==> src/rtl/timealign_frame_packer.sv <==
// Packs aligned words from the time aligner into frames and queues them in a
// small show-ahead FIFO, with a valid/ready output handshake and sticky overflow.
`timescale 1ns/1ps
module timealign_frame_packer #(
    parameter int WORD_W          = 6,
    parameter int WORDS_PER_FRAME = 4,
    parameter int FIFO_DEPTH      = 4
) (
    input  logic                              clk_i,
    input  logic                              reset_i,
    input  logic [WORD_W-1:0]                 din_i,
    input  logic                              din_valid_i,
    input  logic                              flush_i,
    output logic [WORD_W*WORDS_PER_FRAME-1:0] frame_o,
    output logic                              frame_valid_o,
    input  logic                              frame_ready_i,
    output logic [$clog2(FIFO_DEPTH):0]       level_o,
    output logic                              overflow_o
);
    localparam int FW = WORD_W * WORDS_PER_FRAME;
    localparam int CW = $clog2(WORDS_PER_FRAME);
    localparam int PW = $clog2(FIFO_DEPTH);
    localparam int LW = PW + 1;

    logic [CW-1:0] wcnt_reg, wcnt_next;
    logic          take, complete;
    logic [FW-1:0] frame_in;

    logic [FW-1:0] mem [FIFO_DEPTH];
    logic [PW-1:0] wr_ptr_reg, wr_ptr_next, rd_ptr_reg, rd_ptr_next;
    logic [LW-1:0] level_reg, level_next, remain;
    logic [FW-1:0] frame_reg, frame_next;
    logic          valid_reg, valid_next, ovf_reg, ovf_next;
    logic          pop, push, full;

    assign take     = din_valid_i && !flush_i;
    assign complete = take && (wcnt_reg == CW'(WORDS_PER_FRAME - 1));

    // Completing word goes straight into the low slice; earlier words come from slice registers.
    assign frame_in[WORD_W-1:0] = din_i;

    genvar gi;
    generate
        for (gi = 1; gi < WORDS_PER_FRAME; gi++) begin : g_slice
            logic [WORD_W-1:0] slice_reg;
            always_ff @(posedge clk_i) begin
                if (reset_i) begin
                    slice_reg <= '0;
                end else if (take && (wcnt_reg == CW'(WORDS_PER_FRAME - 1 - gi))) begin
                    slice_reg <= din_i;
                end
            end
            assign frame_in[gi*WORD_W +: WORD_W] = slice_reg;
        end
    endgenerate

    always_comb begin
        wcnt_next = wcnt_reg;
        if (flush_i) begin
            wcnt_next = '0;
        end else if (din_valid_i) begin
            wcnt_next = complete ? '0 : wcnt_reg + CW'(1);
        end
    end

    always_comb begin
        pop         = valid_reg && frame_ready_i;
        full        = (level_reg == LW'(FIFO_DEPTH));
        push        = complete && (!full || pop);
        ovf_next    = ovf_reg || (complete && full && !pop);
        level_next  = level_reg + LW'(push) - LW'(pop);
        remain      = level_reg - LW'(pop);
        rd_ptr_next = rd_ptr_reg + PW'(pop);
        wr_ptr_next = wr_ptr_reg + PW'(push);
        valid_next  = (level_next != '0);
        // Head after this edge: empty, bypass of the frame being pushed, or next stored entry.
        if (level_next == '0) begin
            frame_next = '0;
        end else if (remain == '0) begin
            frame_next = frame_in;
        end else begin
            frame_next = mem[rd_ptr_next];
        end
    end

    always_ff @(posedge clk_i) begin
        if (push) begin
            mem[wr_ptr_reg] <= frame_in;
        end
    end

    always_ff @(posedge clk_i) begin
        if (reset_i) begin
            wcnt_reg   <= '0;
            wr_ptr_reg <= '0;
            rd_ptr_reg <= '0;
            level_reg  <= '0;
            frame_reg  <= '0;
            valid_reg  <= 1'b0;
            ovf_reg    <= 1'b0;
        end else begin
            wcnt_reg   <= wcnt_next;
            wr_ptr_reg <= wr_ptr_next;
            rd_ptr_reg <= rd_ptr_next;
            level_reg  <= level_next;
            frame_reg  <= frame_next;
            valid_reg  <= valid_next;
            ovf_reg    <= ovf_next;
        end
    end

    assign frame_o       = frame_reg;
    assign frame_valid_o = valid_reg;
    assign level_o       = level_reg;
    assign overflow_o    = ovf_reg;
endmodule

==> config.mk <==
export PLATFORM = sky130hd
export DESIGN_NAME = timealign_frame_packer
export DESIGN_NICKNAME = d
export VERILOG_FILES = /design/src/rtl/timealign_frame_packer.sv
export SDC_FILE = /design/constraint.sdc
export NUM_CORES = 1
export LEC_CHECK = 0
export ABC_AREA = 1
export BUFFER_PORTS_ARGS = -buffer_cell sky130_fd_sc_hd__buf_2
export CORE_ASPECT_RATIO = 1.5
export CORE_UTILIZATION = 30
export DETAILED_ROUTE_END_ITERATION = 8
export GPL_ROUTABILITY_DRIVEN = 0
export SYNTH_ARGS = -nofsm -noshare
export SYNTH_HDL_FRONTEND = slang
export SYNTH_SLANG_ARGS = --single-unit
==> constraint.sdc <==
create_clock -name clk_i -period 4.58 [get_ports clk_i]
set_input_delay 1.374 -clock clk_i [delete_from_list [all_inputs] [get_ports clk_i]]
set_output_delay 1.374 -clock clk_i [all_outputs]
set_load 0.1 [all_outputs]
==> results.sh, run 1 <==
export IMPL_hp_start="overflow_o"
export IMPL_placementRows=63
export IMPL_crit_start="din_valid_i"
export IMPL_start_util_pct=30.8
export IMPL_p_seq_share_pct=33.1
export IMPL_cts_resized=0
export IMPL_swShare_pct=44.4
export IMPL_clk_path_buf_depth=2
export IMPL_viasPerCell=4.48
export IMPL_die_y_microns=177
export IMPL_p_int_mw=2.62
export IMPL_hold_buffers=0
export IMPL_critPathTopFamily="simple AND/OR/NAND/NOR gates"
export IMPL_yosys_warnings=0
export IMPL_drive_above_1_share_pct=13.7
export IMPL_ant_nets=0
export IMPL_irDropWorstVdd_v=0.000261
export IMPL_synth_edf_count=96
export IMPL_worst_path_stages=14
export IMPL_hold_depth=2
export IMPL_drt_iter0_drc=235
export IMPL_ys_ff_latch=149
export IMPL_max_cap_violations=0
export IMPL_post_cts_setup_buffers=0
export IMPL_overflow=0
export IMPL_die_x_microns=119
export IMPL_cts_made_buffers=17
export IMPL_p_switching_mw=2.10
export IMPL_p_per_area_nw_per_um2=661
export IMPL_r2r_cells=14
export IMPL_root_buffer="clkbuf_16"
export IMPL_clock_sinks=149
export IMPL_skew_ns=0.00896
export IMPL_critical_path_required_ns=4.91
export IMPL_worst_hold_path_type="flip-flop to flip-flop"
export IMPL_wl_mm=14.0
export IMPL_ios=40
export IMPL_fin_util_pct=35.8
export IMPL_htreeDepth=4
export IMPL_largest_reg_flops=96
export IMPL_startpoint_type="primary input"
export IMPL_slowest_delay_ns=0.48
export IMPL_synthesis_nets=668
export IMPL_dpl_hpwl_mm=8.20
export IMPL_io_buffers=39
export IMPL_syn_inst=647
export IMPL_drt_first_pass_iters=4
export IMPL_path_class="primary input to flip-flop"
export IMPL_die_area_sq_um=21100
export IMPL_synth_cell_types=27
export IMPL_grt_pass1_vias=4144
export IMPL_hold_violations=0
export IMPL_drv_slew=0
export IMPL_clk_latency_ns=0.43
export IMPL_grt_max_degree=49
export IMPL_end_kind="flip-flop"
export IMPL_clk_pin_slew_ns=0.07
export IMPL_post_place_ws_ns=0.501
export IMPL_synth_ff_type="edfxtp_1"
export IMPL_netlist_area_sq_um=6140
export IMPL_coreArea_sq_um=19900
export IMPL_fin_crit_sh_pct=78.3
export IMPL_area_delta_synth_final_pct=16.4
export IMPL_setup_viol=0
export IMPL_cts_tree="built"
export IMPL_r2r_start="wcnt_reg[0]"
export IMPL_yosysSeqAreaShare_pct=64.2
export IMPL_worst_ep_arrival_time_ns=3.91
export IMPL_setup_tns_ns=0
export IMPL_drc_errors=0
export IMPL_antenna_found_initial=0
export IMPL_track_usage_pct=14.3
export IMPL_max_freq_mhz=279
export IMPL_path_buf_inv=5
export IMPL_layout_nets=708
export IMPL_setup_ws_ns=0.996
export IMPL_cp_max_fo=25
export IMPL_power_frac_comb_pct=39.9
export IMPL_pwr_share_clk_pct=27.0
export IMPL_vias=4303
export IMPL_syn_mean_instance_area_sq_um=9.50
export IMPL_rsz0062_at_grt="false"
export IMPL_critical_path_cell_chain="buf_2 -> inv_1 -> nor3_1 -> nand2_1 -> ha_1 -> inv_1 -> ha_1 -> inv_1 -> fa_1 -> nor2_1 -> nor2_1 -> nand2_2 -> nand2_1 -> inv_2"
export IMPL_crit_path_top_delay_cell="fa_1"
export IMPL_worst_pin_slew_ns=0.690
export IMPL_n_antenna_cell=0
export IMPL_synth_async_reset_ratio_pct=0
export IMPL_wl_per_cell_microns=14.6
export IMPL_grt_pass1_wl_mm=22.2
export IMPL_fillers=1982
export IMPL_p_leak_nw=3.20
export IMPL_relSlewSlack_pct=54.0
export IMPL_outcome="complete, no violations"
export IMPL_fin_crit_ns=3.58
export IMPL_cp_common_cell="inv_1"
## kinds of logic after synthesis
logic type,share of synthesized area [%]
DFF,64.2
adders and majority gates,2.16
xor gates and xnor gates,0.143
buffers and inverters,7.13
and+or+nand+nor,23.1
AOI/OAI and AO/OA,3.34
## layout by cell type (no fill, tap or decap)
cell / netlist / final
or2_0: 1 / 1
buf_4: 5 / 12
a211oi_1: 1 / 1
nor2_2: 1 / 1
o21ai_0: 18 / 18
inv_8: 0 / 1
inv_1: 60 / 60
nand3b_1: 1 / 1
xnor2_1: 1 / 1
nor3_1: 5 / 1
nand2_2: 1 / 1
nor3_2: 0 / 4
nor2_1: 9 / 9
o211ai_1: 1 / 1
edfxtp_1: 96 / 96
clkinv_4: 0 / 3
clkbuf_16: 0 / 17
nand3_1: 4 / 4
nand2_1: 303 / 303
nand3_4: 1 / 1
clkinv_2: 0 / 1
ha_1: 9 / 9
dfxtp_1: 53 / 53
buf_12: 0 / 1
nand4_1: 25 / 25
clkinvlp_4: 0 / 6
buf_2: 16 / 39
a21oi_1: 20 / 20
inv_2: 5 / 5
fa_1: 1 / 1
inv_6: 0 / 4
## final timing paths
check,endpoint,slack (ns)
worst min-delay path,overflow_o,0.50
worst max register to register,frame_o[11],1.59
worst min register to register,overflow_o,0.50
worst max-delay path,frame_o[11],1.0
## tightest hold or removal path: stages, from the launching register on
cell     delay (ns)
dfxtp_1        0.35
a21oi_1        0.05
nor2_1         0.07
## synthesized netlist by cell type (4+ instances only)
library cell | instances | area share (%)
clkbuf_1 | 5 | 0.31
inv_2 | 5 | 0.31
dfxtp_1 | 53 | 17
inv_1 | 60 | 3.7
nor3_1 | 5 | 0.41
o21ai_0 | 18 | 1.5
buf_4 | 5 | 0.61
a21oi_1 | 20 | 1.6
nand3_1 | 4 | 0.33
ha_1 | 9 | 1.8
nand2_1 | 303 | 19
edfxtp_1 | 96 | 47
buf_2 | 16 | 1.3
nor2_1 | 9 | 0.55
nand4_1 | 25 | 2.5
## power groups by stage
stage	combinational, mW	clock [mW]	sequential (mW)
floorplan	1.02	0	2.12
global placement	1.88	0	1.60
detailed placement	1.91	0	1.59
CTS	1.91	1.30	1.56
global route	2.07	1.35	1.57
finish	1.88	1.28	1.56
## metrics by stage
stage | total power, mW | hold WS, ns | cells | instance area (sq um)
6_report | 4.72 | 0.501 | 960 | 7150
5_1_grt | 5.00 | 0.539 | 960 | 7150
4_1_cts | 4.78 | 0.508 | 960 | 7150
3_5_place_dp | 3.50 | 0.497 | 928 | 6600
3_3_place_gp | 3.48 | 0.485 | 928 | 6600
2_1_floorplan | 3.13 | 0.463 | 647 | 6140
## area by class of cell
| type | count | area, sq um | share of cell area [%] |
|---|---|---|---|
| clock buffer | 17 | 425 | 5.95 |
| clock inverter | 15 | 123 | 1.72 |
| inverter | 65 | 244 | 3.41 |
| multi-input combinational | 402 | 1780 | 24.9 |
| sequential | 149 | 3940 | 55.2 |
| tap | 260 | 325 | 4.55 |
| timing repair buffer | 52 | 305 | 4.27 |
## layer usage
metal  GRT usage [%]  part of all wire, %  vias up
li1                -                    -     2159
met1            15.0                   40     1996
met2            26.2                   52      125
met3            3.58                  5.1       23
met4            7.38                  2.8        0
met5               0                    0        -
(Power assumes the default switching activity.)
==> inputs of run 2 (changes only) <==
==> constraint.sdc (replaced) <==
create_clock -name clk_i -period 3.2 [get_ports clk_i]
set_input_delay 0.96 -clock clk_i [delete_from_list [all_inputs] [get_ports clk_i]]
set_output_delay 0.96 -clock clk_i [all_outputs]
set_load 0.1 [all_outputs]
==> results.sh, run 2 (same netlist as run 1, synthesis figures left out) <==
export IMPL_cp_max_fo=25
export IMPL_fin_area_sq_um=7240
export IMPL_cts_resized=0
export IMPL_cts_made_buffers=17
export IMPL_drt_iter0_drc=157
export IMPL_grt_pass1_wl_mm=22.0
export IMPL_fin_crit_sh_pct=84.5
export IMPL_overflow=0
export IMPL_dpl_hpwl_mm=8.57
export IMPL_fin_crit_ns=2.70
export IMPL_relSlewSlack_pct=66.9
export IMPL_setup_viol=0
export IMPL_layout_nets=718
export IMPL_ant_nets=0
export IMPL_post_cts_setup_buffers=0
export IMPL_outcome="complete, no violations"
export IMPL_fin_util_pct=36.3
export IMPL_die_area_sq_um=21100
export IMPL_grt_met3_usage_pct=2.32
export IMPL_busiest_layer="met2"
export IMPL_die_x_microns=119
export IMPL_path_class="primary input to flip-flop"
export IMPL_use_met1_pct=14.2
export IMPL_drive_above_1_share_pct=14.6
export IMPL_track_usage_pct=13.8
export IMPL_critical_path_required_ns=3.51
export IMPL_die_y_microns=177
export IMPL_startpoint_type="primary input"
export IMPL_placementRows=63
export IMPL_grt_max_degree=27
export IMPL_r2r_cells=16
export IMPL_drt_first_pass_iters=6
export IMPL_clock_sinks=149
export IMPL_worst_hold_path_type="flip-flop to flip-flop"
export IMPL_area_delta_synth_final_pct=17.9
export IMPL_stdcell_count=970
export IMPL_drc_errors=0
export IMPL_viasPerCell=4.37
export IMPL_wl_per_cell_microns=14.0
export IMPL_io_buffers=39
export IMPL_dp_cells=938
export IMPL_antenna_found_initial=0
export IMPL_vias=4243
export IMPL_rsz0062_at_grt="false"
export IMPL_crit_path_top_delay_cell="fa_1"
export IMPL_slowest_delay_ns=0.37
export IMPL_largest_reg_flops=96
export IMPL_skew_ns=0.00947
export IMPL_worst_pin_slew_ns=0.495
export IMPL_critical_path_cell_chain="buf_2 -> inv_1 -> nor3_1 -> buf_4 -> nand2_1 -> ha_1 -> inv_1 -> ha_1 -> inv_1 -> fa_1 -> nand3b_1 -> nand3_1 -> nand2_2 -> buf_12 -> nand2_1 -> inv_2"
export IMPL_p_per_area_nw_per_um2=948
export IMPL_grt_pass1_vias=4160
export IMPL_final_common_cell="nand2_1"
export IMPL_mostFrequentLayoutCells="nand2_1, edfxtp_1, inv_1"
export IMPL_n_antenna_cell=0
export IMPL_hold_depth=2
export IMPL_worst_ep_arrival_time_ns=3.01
export IMPL_root_buffer="clkbuf_16"
export IMPL_drv_slew=0
export IMPL_hold_buffers=0
export IMPL_coreArea_sq_um=19900
export IMPL_irDropWorstVdd_v=0.000346
export IMPL_grt_use_met2_pct=26.5
export IMPL_clk_path_buf_depth=2
export IMPL_max_freq_mhz=370
export IMPL_wl_mm=13.6
export IMPL_p_leak_nw=3.27
export IMPL_max_cap_violations=0
export IMPL_ios=40
export IMPL_cts_tree="built"
export IMPL_clk_pin_slew_ns=0.06
export IMPL_start_util_pct=30.8
export IMPL_worst_path_stages=16
export IMPL_htreeDepth=4
export IMPL_critPathTopFamily="adder cells"
export IMPL_clk_latency_ns=0.41
export IMPL_end_kind="flip-flop"
export IMPL_cp_common_cell="inv_1"
export IMPL_path_buf_inv=7
export IMPL_placedInstanceArea_sq_um=6690
export IMPL_hold_violations=0
## run 2: cell types whose count changed in the layout (fill, tap and decap cells not counted), moves of 2 or more
cell        change
buf_4           +9
clkinv_2        +3
inv_6           -3
clkbuf_1        +2
clkinvlp_4      -3
## run 2: power by group
part	switching, mW	internal, mW	leakage [nW]
Sequential	0.0663	2.17	1.31
Combinational	2.11	0.661	1.69
Clock	0.765	1.09	0.266
## run 2: final timing paths
check,start,to,slack (ns)
worst max-delay path,din_valid_i,frame_o[12],0.50
worst max register to register,wcnt_reg[0],frame_o[12],0.62
worst min register to register,overflow_o,overflow_o,0.48
worst min-delay path,overflow_o,overflow_o,0.48
## run 2: layout make-up
type,count,area (sq um)
well taps,260,325
clock inverters,12,108
inverters,65,244
fillers,1968,12700
repair buffers,62,393
clock buffers,20,447
flip-flops and latches,149,3940
multi-input cells,402,1780
## run 2: routing by layer
metal  wire length (microns)  up-vias  share of wire, %
met3                     417       22               3.1
li1                        -     2173                 -
met2                    7560       81                56
met1                    5340     1967                39
met5                       0        -                 0
met4                     266        0               2.0
## run 2: metrics by stage
stage | power [mW] | hold slack [ns] | TNS [ns] | setup slack, ns
floorplan | 4.48 | 0.463 | -28.90 | -0.301
global placement | 5.05 | 0.481 | 0 | 0.0751
detailed placement | 5.09 | 0.479 | 0 | 0.0386
CTS | 6.94 | 0.494 | 0 | 0.469
global route | 7.27 | 0.520 | 0 | 0.277
finish | 6.86 | 0.479 | 0 | 0.496
## run 2: worst reg2reg max path, delay by kind of cell, from the launching register on
kind / cells / cell delay, ns
AND/OR/NAND/NOR: 6 / 0.68
buffers and inverters: 6 / 0.51
flip-flops: 1 / 0.39
adder cells (fa/ha/maj): 4 / 0.94
